$ cat config.mk
export PLATFORM = sky130hd
export DESIGN_NAME = cell_renderer_flat
export DESIGN_NICKNAME = d
export VERILOG_FILES = /design/src/rtl/draw_pkg.sv /design/src/rtl/cell_renderer_if.sv /design/src/rtl/cell_pixel_shader.sv /design/src/rtl/cell_renderer.sv /design/src/flat_wrapper.sv
export SDC_FILE = /design/constraint.sdc
export NUM_CORES = 1
export LEC_CHECK = 0
export ABC_CLOCK_PERIOD_IN_PS = 5150
export BUFFER_PORTS_ARGS = -buffer_cell sky130_fd_sc_hd__buf_2
export CORE_ASPECT_RATIO = 1.2
export CORE_MARGIN = 3
export CORE_UTILIZATION = 50
export CTS_CLUSTER_DIAMETER = 120
export CTS_CLUSTER_SIZE = 24
export DETAILED_ROUTE_END_ITERATION = 12
export PLACE_DENSITY = 0.76
export SLEW_MARGIN = 20
export SYNTH_ARGS = -nofsm -noshare
export SYNTH_HDL_FRONTEND = slang
export SYNTH_SLANG_ARGS = --single-unit
$ cat constraint.sdc
create_clock -name clock -period 5.15 [get_ports clock]
set_input_delay 0.2575 -clock clock [delete_from_list [all_inputs] [get_ports clock]]
set_output_delay 0.2575 -clock clock [all_outputs]
set_load 0.02 [all_outputs]
$ cat src/rtl/draw_pkg.sv
// rtl/draw_pkg.sv - shared states, colours and geometry defaults for the cell renderer
package draw_pkg;

    typedef enum logic [1:0] {
        IDLE    = 2'd0,
        DRAW    = 2'd1,
        DONE    = 2'd2,
        RELEASE = 2'd3
    } state_t;

    localparam logic [2:0] COLOR_BG   = 3'b000;
    localparam logic [2:0] COLOR_X    = 3'b100;
    localparam logic [2:0] COLOR_O    = 3'b001;
    localparam logic [2:0] COLOR_GRID = 3'b111;

    localparam int CELL_SIZE_DEF = 32;
    localparam int MARGIN_DEF    = 4;

endpackage

$ cat src/rtl/cell_renderer_if.sv
// rtl/cell_renderer_if.sv - draw request in, framebuffer write port and handshake out
interface cell_renderer_if #(
    parameter int X_W = 10,
    parameter int Y_W = 9
);
    logic           start;
    logic [1:0]     cell_row;
    logic [1:0]     cell_col;
    logic           player;
    logic [X_W-1:0] pixel_x;
    logic [Y_W-1:0] pixel_y;
    logic [2:0]     pixel_color;
    logic           pixel_write;
    logic           busy;
    logic           drawing_done;

    modport master (
        output start, cell_row, cell_col, player,
        input  pixel_x, pixel_y, pixel_color, pixel_write, busy, drawing_done
    );

    modport slave (
        input  start, cell_row, cell_col, player,
        output pixel_x, pixel_y, pixel_color, pixel_write, busy, drawing_done
    );
endinterface

$ cat src/rtl/cell_pixel_shader.sv
// rtl/cell_pixel_shader.sv - maps a cell-local pixel to its colour
// GRID_LINES_EN: paint the outer ring of the cell white over any symbol.
module cell_pixel_shader
    import draw_pkg::*;
#(
    parameter  int CELL_SIZE = CELL_SIZE_DEF,
    parameter  int MARGIN    = MARGIN_DEF,
    localparam int DW        = $clog2(CELL_SIZE)
) (
    input  logic [DW-1:0] i_dx,
    input  logic [DW-1:0] i_dy,
    input  logic          i_player,
    output logic [2:0]    o_color
);
    localparam logic [DW-1:0] LO   = DW'(MARGIN);
    localparam logic [DW-1:0] HI   = DW'(CELL_SIZE - 1 - MARGIN);
    localparam logic [DW-1:0] LAST = DW'(CELL_SIZE - 1);

    logic w_inner;
    logic w_diag;
    logic w_ring;

    assign w_inner = (i_dx >= LO) && (i_dx <= HI) && (i_dy >= LO) && (i_dy <= HI);
    assign w_diag  = (i_dx == i_dy) || (({1'b0, i_dx} + {1'b0, i_dy}) == {1'b0, LAST});
    assign w_ring  = (i_dx == LO) || (i_dx == HI) || (i_dy == LO) || (i_dy == HI);

    always_comb begin
        o_color = COLOR_BG;
        if (w_inner) begin
            if (!i_player && w_diag) begin
                o_color = COLOR_X;
            end else if (i_player && w_ring) begin
                o_color = COLOR_O;
            end
        end
`ifdef GRID_LINES_EN
        if ((i_dx == '0) || (i_dy == '0) || (i_dx == LAST) || (i_dy == LAST)) begin
            o_color = COLOR_GRID;
        end
`else
        o_color = o_color;
`endif
    end
endmodule

$ cat src/rtl/cell_renderer.sv
// rtl/cell_renderer.sv - raster-scans one board cell into the framebuffer per draw request
// GRID_LINES_EN (in cell_pixel_shader): white cell border over the symbol.
module cell_renderer
    import draw_pkg::*;
#(
    parameter int CELL_SIZE = CELL_SIZE_DEF,
    parameter int MARGIN    = MARGIN_DEF,
    parameter int GRID_X0   = 0,
    parameter int GRID_Y0   = 0,
    parameter int X_W       = 10,
    parameter int Y_W       = 9
) (
    input  logic            clock,
    input  logic            reset_n,
    cell_renderer_if.slave  bus
);
    localparam int            DW   = $clog2(CELL_SIZE);
    localparam logic [DW-1:0] LAST = DW'(CELL_SIZE - 1);

    state_t         r_state, w_state_nxt;
    logic [DW-1:0]  r_dx, r_dy, w_dx_nxt, w_dy_nxt;
    logic [1:0]     r_row, r_col, w_row_nxt, w_col_nxt;
    logic           r_player, w_player_nxt;
    logic           w_write_nxt, w_done_nxt;
    logic [X_W-1:0] w_x_nxt, r_pixel_x;
    logic [Y_W-1:0] w_y_nxt, r_pixel_y;
    logic [2:0]     w_color_nxt, r_pixel_color;
    logic           r_pixel_write, r_busy, r_done;

    always_ff @(posedge clock or negedge reset_n) begin
        if (!reset_n) r_state <= IDLE;
        else          r_state <= w_state_nxt;
    end

    // Outputs are computed from the next scan position so they register alongside it.
    always_comb begin
        w_state_nxt  = r_state;
        w_dx_nxt     = r_dx;
        w_dy_nxt     = r_dy;
        w_row_nxt    = r_row;
        w_col_nxt    = r_col;
        w_player_nxt = r_player;
        w_write_nxt  = 1'b0;
        w_done_nxt   = 1'b0;
        case (r_state)
            IDLE: begin
                if (bus.start) begin
                    w_row_nxt    = bus.cell_row;
                    w_col_nxt    = bus.cell_col;
                    w_player_nxt = bus.player;
                    w_dx_nxt     = '0;
                    w_dy_nxt     = '0;
                    if ((bus.cell_row <= 2'd2) && (bus.cell_col <= 2'd2)) begin
                        w_state_nxt = DRAW;
                        w_write_nxt = 1'b1;
                    end else begin
                        w_state_nxt = DONE;
                        w_done_nxt  = 1'b1;
                    end
                end
            end
            DRAW: begin
                if ((r_dx == LAST) && (r_dy == LAST)) begin
                    w_state_nxt = DONE;
                    w_done_nxt  = 1'b1;
                end else begin
                    w_write_nxt = 1'b1;
                    w_dx_nxt    = r_dx + 1'b1;
                    if (r_dx == LAST) w_dy_nxt = r_dy + 1'b1;
                end
            end
            DONE:    w_state_nxt = RELEASE;
            RELEASE: if (!bus.start) w_state_nxt = IDLE;
            default: w_state_nxt = IDLE;
        endcase
    end

    assign w_x_nxt = X_W'(GRID_X0) + X_W'(w_col_nxt) * X_W'(CELL_SIZE) + X_W'(w_dx_nxt);
    assign w_y_nxt = Y_W'(GRID_Y0) + Y_W'(w_row_nxt) * Y_W'(CELL_SIZE) + Y_W'(w_dy_nxt);

    cell_pixel_shader #(
        .CELL_SIZE (CELL_SIZE),
        .MARGIN    (MARGIN)
    ) u_shader (
        .i_dx     (w_dx_nxt),
        .i_dy     (w_dy_nxt),
        .i_player (w_player_nxt),
        .o_color  (w_color_nxt)
    );

    always_ff @(posedge clock or negedge reset_n) begin
        if (!reset_n) begin
            r_dx          <= '0;
            r_dy          <= '0;
            r_row         <= '0;
            r_col         <= '0;
            r_player      <= 1'b0;
            r_pixel_x     <= '0;
            r_pixel_y     <= '0;
            r_pixel_color <= '0;
            r_pixel_write <= 1'b0;
            r_busy        <= 1'b0;
            r_done        <= 1'b0;
        end else begin
            r_dx          <= w_dx_nxt;
            r_dy          <= w_dy_nxt;
            r_row         <= w_row_nxt;
            r_col         <= w_col_nxt;
            r_player      <= w_player_nxt;
            r_pixel_x     <= w_write_nxt ? w_x_nxt : '0;
            r_pixel_y     <= w_write_nxt ? w_y_nxt : '0;
            r_pixel_color <= w_write_nxt ? w_color_nxt : COLOR_BG;
            r_pixel_write <= w_write_nxt;
            r_busy        <= (w_state_nxt != IDLE);
            r_done        <= w_done_nxt;
        end
    end

    assign bus.pixel_x      = r_pixel_x;
    assign bus.pixel_y      = r_pixel_y;
    assign bus.pixel_color  = r_pixel_color;
    assign bus.pixel_write  = r_pixel_write;
    assign bus.busy         = r_busy;
    assign bus.drawing_done = r_done;
endmodule

$ cat src/flat_wrapper.sv
// flat-port wrapper written by rule: the top's interface ports become plain ports
module cell_renderer_flat import draw_pkg::*;
#(
    parameter int CELL_SIZE = CELL_SIZE_DEF,
    parameter int MARGIN    = MARGIN_DEF,
    parameter int GRID_X0   = 0,
    parameter int GRID_Y0   = 0,
    parameter int X_W       = 10,
    parameter int Y_W       = 9
)
  (clock, reset_n, bus_start, bus_cell_row, bus_cell_col, bus_player, bus_pixel_x, bus_pixel_y, bus_pixel_color, bus_pixel_write, bus_busy, bus_drawing_done);
  cell_renderer_if #(.X_W(X_W), .Y_W(Y_W)) bus_i ();
  input  logic clock;
  input  logic reset_n;
  input wire logic [$bits(bus_i.start)-1:0] bus_start;
  input wire logic [$bits(bus_i.cell_row)-1:0] bus_cell_row;
  input wire logic [$bits(bus_i.cell_col)-1:0] bus_cell_col;
  input wire logic [$bits(bus_i.player)-1:0] bus_player;
  output wire logic [$bits(bus_i.pixel_x)-1:0] bus_pixel_x;
  output wire logic [$bits(bus_i.pixel_y)-1:0] bus_pixel_y;
  output wire logic [$bits(bus_i.pixel_color)-1:0] bus_pixel_color;
  output wire logic [$bits(bus_i.pixel_write)-1:0] bus_pixel_write;
  output wire logic [$bits(bus_i.busy)-1:0] bus_busy;
  output wire logic [$bits(bus_i.drawing_done)-1:0] bus_drawing_done;
  assign bus_i.start = bus_start;
  assign bus_i.cell_row = bus_cell_row;
  assign bus_i.cell_col = bus_cell_col;
  assign bus_i.player = bus_player;
  assign bus_pixel_x = bus_i.pixel_x;
  assign bus_pixel_y = bus_i.pixel_y;
  assign bus_pixel_color = bus_i.pixel_color;
  assign bus_pixel_write = bus_i.pixel_write;
  assign bus_busy = bus_i.busy;
  assign bus_drawing_done = bus_i.drawing_done;
  cell_renderer #(.CELL_SIZE(CELL_SIZE), .MARGIN(MARGIN), .GRID_X0(GRID_X0), .GRID_Y0(GRID_Y0), .X_W(X_W), .Y_W(Y_W)) u_core (.clock(clock), .reset_n(reset_n), .bus(bus_i));
endmodule
==> summary.md <==
| Metric | Value |
|---|---|
| Outcome | `finished, final reports clean` |
| CTS H-tree depth | `2` |
| Finish-stage setup viols | `0` |
| Core ar. | `roughly 3400 um2` |
| DRC | `0` |
| Post-synth EDFFs | `0` |
| Most used flip-flop cell after synthesis | `dfrtp_1` |
| Synthesized flop and latch total | `36` |
| Syn Area/Cell | `10.8 um2` |
| First-pass GRT wire length | `about 6300 um` |
| Yosys top cell area share | `between 40% and 50%` |
| Final std cells w/o fill | `between 200 and 250` |
| Commonest non-fill, non-tap cell in the layout | `dfrtp_1` |
| Total grt overflow | `0` |
| Number of I/O pins | `33` |
| CP Max Fanout | `7` |
| Max-Cap Viols | `0` |
| Die Wd | `roughly 61 um` |
| Final WL | `~3700 um` |
| Drt wl/cell | `15.7 um` |
| Placement Setup Slack | `1.57 ns` |
| Worst Hold Class | `in -> async` |
| Worst-margin pin slew | `around 0.76 ns` |
| Dpl hpwl | `between 2000 and 3000 um` |
| CTS Buf Count | `5` |
| Slew Limit Fails | `0` |
| Antenna-violating nets left | `0` |
| Site Rows | `23` |
| R2r startpoint | `u_core.r_dy[0]$_DFF_PN0_` |
| R2R cell count | `14` |
| R2r setup slk | `1.53 ns` |
| Final hold violations | `0` |
| Share of post-route cells with drive strength above 1 | `between 20% and 30%` |
| F_max | `~280 MHz` |
| # Post-CTS Setup Buffers | `0` |
| Bufs on Longest Clock Path | `2` |
| CP most frequent cell | `ha_1` |
| CTS clock-pin slew for the worst setup and hold paths | `~0.070 ns` |
| Main area contributors after synthesis | `dfrtp_1 49%, ha_1 5.5%, mux2_2 3.7%, buf_4 2.5%, nand2_1 2.3%` |
| Clk_skew | `0.00826 ns` |
| Final Net Count | `between 200 and 250` |
| Clk Latency, worst-skew pair | `about 0.28 ns` |
| Commonest non-fill, non-tap cells in the layout | `36 x dfrtp_1, 26 x buf_2, 11 x nand2_1` |
| Placed cells | `230` |
| Clk sink count | `36` |
| Initial DRT Pass Iterations | `4` |
| Chip height | `roughly 70 um` |
| RSZ-0062 raised after global routing | `no` |
| Count of cell types in the netlist | `48` |
| Area delta synth->final | `13.3%` |
| Root buf cell | `clkbuf_8` |
| Final setup margin | `between 1.5 and 2 ns` |
| Synth warnings | `0` |
| Post-synth ARST share | `100%` |
| Initial antenna violation count | `0` |
| # diodes | `0` |
| Fin Setup TNS | `0 ns` |
| Crit Path Class | `reg -> reg` |
| Max incr delay on CP | `0.43 ns` |
| Full die area | `4400 um2` |
| Crit. End Element | `register` |
| R2R Path End | `u_core.bus.pixel_color[2]$_DFF_PN0_` |
| Utilization after layout | `60.2%` |
| Power per cell area | `between 500 and 600 nW/um2` |
| Critical path buffers and inverters | `0` |
| CTS tree | `done` |
| Post-Synthesis Cells | `169` |
| Critical path depth in cells | `14` |
| Crit path DAT | `~3.8 ns` |
| Total GRT Usage | `between 10% and 20%` |
| Delay-heaviest family, CP | `simple AND/OR/NAND/NOR gates` |
| Cts repair resizes | `0` |
| Netlist area before placement | `about 1800 um2` |
| VDD IR max | `0.212 mV` |
| Leak Pwr | `roughly 1.1 nW` |
| Hold Buf Count CTS | `0` |
| Worst EP required | `about 5.4 ns` |
| CP cell instances | `ha_1 -> and3_1 -> ha_1 -> nand2b_2 -> or3_1 -> a21oi_1 -> ha_1 -> a21o_1 -> a21oi_1 -> xnor2_1 -> nand4_1 -> o21ai_1 -> o31a_1 -> nor4b_2` |
| Startpoint types | `register` |
| Via count | `around 1,300` |
| Max-slew headroom | `~50%` |
| Sequential area share after synthesis | `49.5%` |
| Starting density of the core | `a little over half` |
| Post-route clock period utilization | `between 70 and 80%` |
| Initial DRC count | `60` |
| Largest net degree at the start of global routing | `37` |
| Via/cell ratio | `5.65` |
| Port Buf Inserts | `26` |
| WHS | `about 0.041 ns` |
| Leading area contributor after synthesis | `dfrtp_1` |
| Min Tclk post-route | `3.62 ns` |
| CP max stage cell | `dfrtp_1` |
| Gpl congestion | `around 0.9` |
| Vias in the first global route | `~1,400` |
## worst max-delay path by stage
stage,to,slack [ns],startpoint
5_1_grt,u_core.bus.pixel_color[2]$_DFF_PN0_,1.23,u_core.r_dy[0]$_DFF_PN0_
3_3_place_gp,u_core.bus.pixel_color[2]$_DFF_PN0_,1.74,u_core.r_dy[0]$_DFF_PN0_
4_1_cts,u_core.bus.pixel_color[2]$_DFF_PN0_,1.55,u_core.r_dy[0]$_DFF_PN0_
3_5_place_dp,u_core.bus.pixel_color[2]$_DFF_PN0_,1.57,u_core.r_dy[0]$_DFF_PN0_
6_report,u_core.bus.pixel_color[2]$_DFF_PN0_,1.53,u_core.r_dy[0]$_DFF_PN0_
2_1_floorplan,u_core.bus.pixel_color[2]$_DFF_PN0_,1.84,u_core.r_dy[0]$_DFF_PN0_
## metrics by stage
step	total power [mW]	instance area [um2]
floorplan	0.721	1840
global placement	0.823	1970
detailed placement	0.849	1970
CTS	1.05	2060
global route	1.13	2060
finish	1.05	2060
## worst register-to-register path, stage by stage (launching register included)
cell,delay [ns]
dfrtp_1,0.43
ha_1,0.23
and3_1,0.18
ha_1,0.23
nand2b_2,0.24
or3_1,0.39
a21oi_1,0.37
ha_1,0.32
a21o_1,0.17
a21oi_1,0.21
xnor2_1,0.16
nand4_1,0.13
o21ai_1,0.16
o31a_1,0.14
nor4b_2,0.17
## synth_stat cells, types with 2 or more instances
cell        n
a21oi_1     5
a22oi_1     4
a22oi_2     2
and3_1      5
buf_4       6
dfrtp_1    36
ha_1        8
inv_1       5
inv_2       5
mux2_2      6
mux2i_1     2
nand2_1    11
nand2b_1    4
nand3_1     7
nand3b_1    3
nand4_1     2
nor2_1      9
nor2b_1     5
nor3_1      8
nor4_1      2
o21ai_0     2
o21ai_1     4
o2bb2ai_1   2
xnor2_1     2
## state kept, by name, summed over array words and instances (netlist names)
name / count
u_core.r_player: 1
u_core.r_row: 2
u_core.bus.pixel_write: 1
u_core.bus.pixel_y: 7
u_core.bus.drawing_done: 1
u_core.bus.pixel_x: 7
u_core.bus.busy: 1
u_core.r_dx: 5
u_core.bus.pixel_color: 2
u_core.r_dy: 5
u_core.r_state: 2
u_core.r_col: 2
## cells by family after synthesis
group	count (synthesis)	share of synthesized area (%)
adder cells (fa/ha/maj)	9	6.60
buffers and inverters	18	5.02
flip-flops	36	49.5
multiplexers	8	4.81
other	1	0.206
XOR/XNOR	3	1.44
AND/OR/NAND/NOR	62	18.4
AO/OA/AOI/OAI	32	14.0
## routing by layer
layer / up-vias / share of wire [%] / track usage (%)
li1: 658 / - / -
met1: 643 / 40 / 21.9
met2: 31 / 53 / 32.4
met3: 12 / 3.7 / 4.45
met4: 0 / 3.4 / 11.1
met5: - / 0 / 0
## power by group
| part | switching, mW | internal [mW] |
|---|---|---|
| registers | 0.0544 | 0.358 |
| logic | 0.270 | 0.163 |
| clock network | 0.0940 | 0.109 |
## area by class of cell
cell class / instances / area [um2]
fillers: 282 / 1360
flip-flops and latches: 36 / 901
multi-input cells: 120 / 847
repair buffers: 27 / 138
clock buffers: 7 / 86.3
well taps: 37 / 46.3
inverters: 10 / 37.5
clock inverters: 1 / 7.51
No activity file was read; power rests on OpenSTA's default activity.
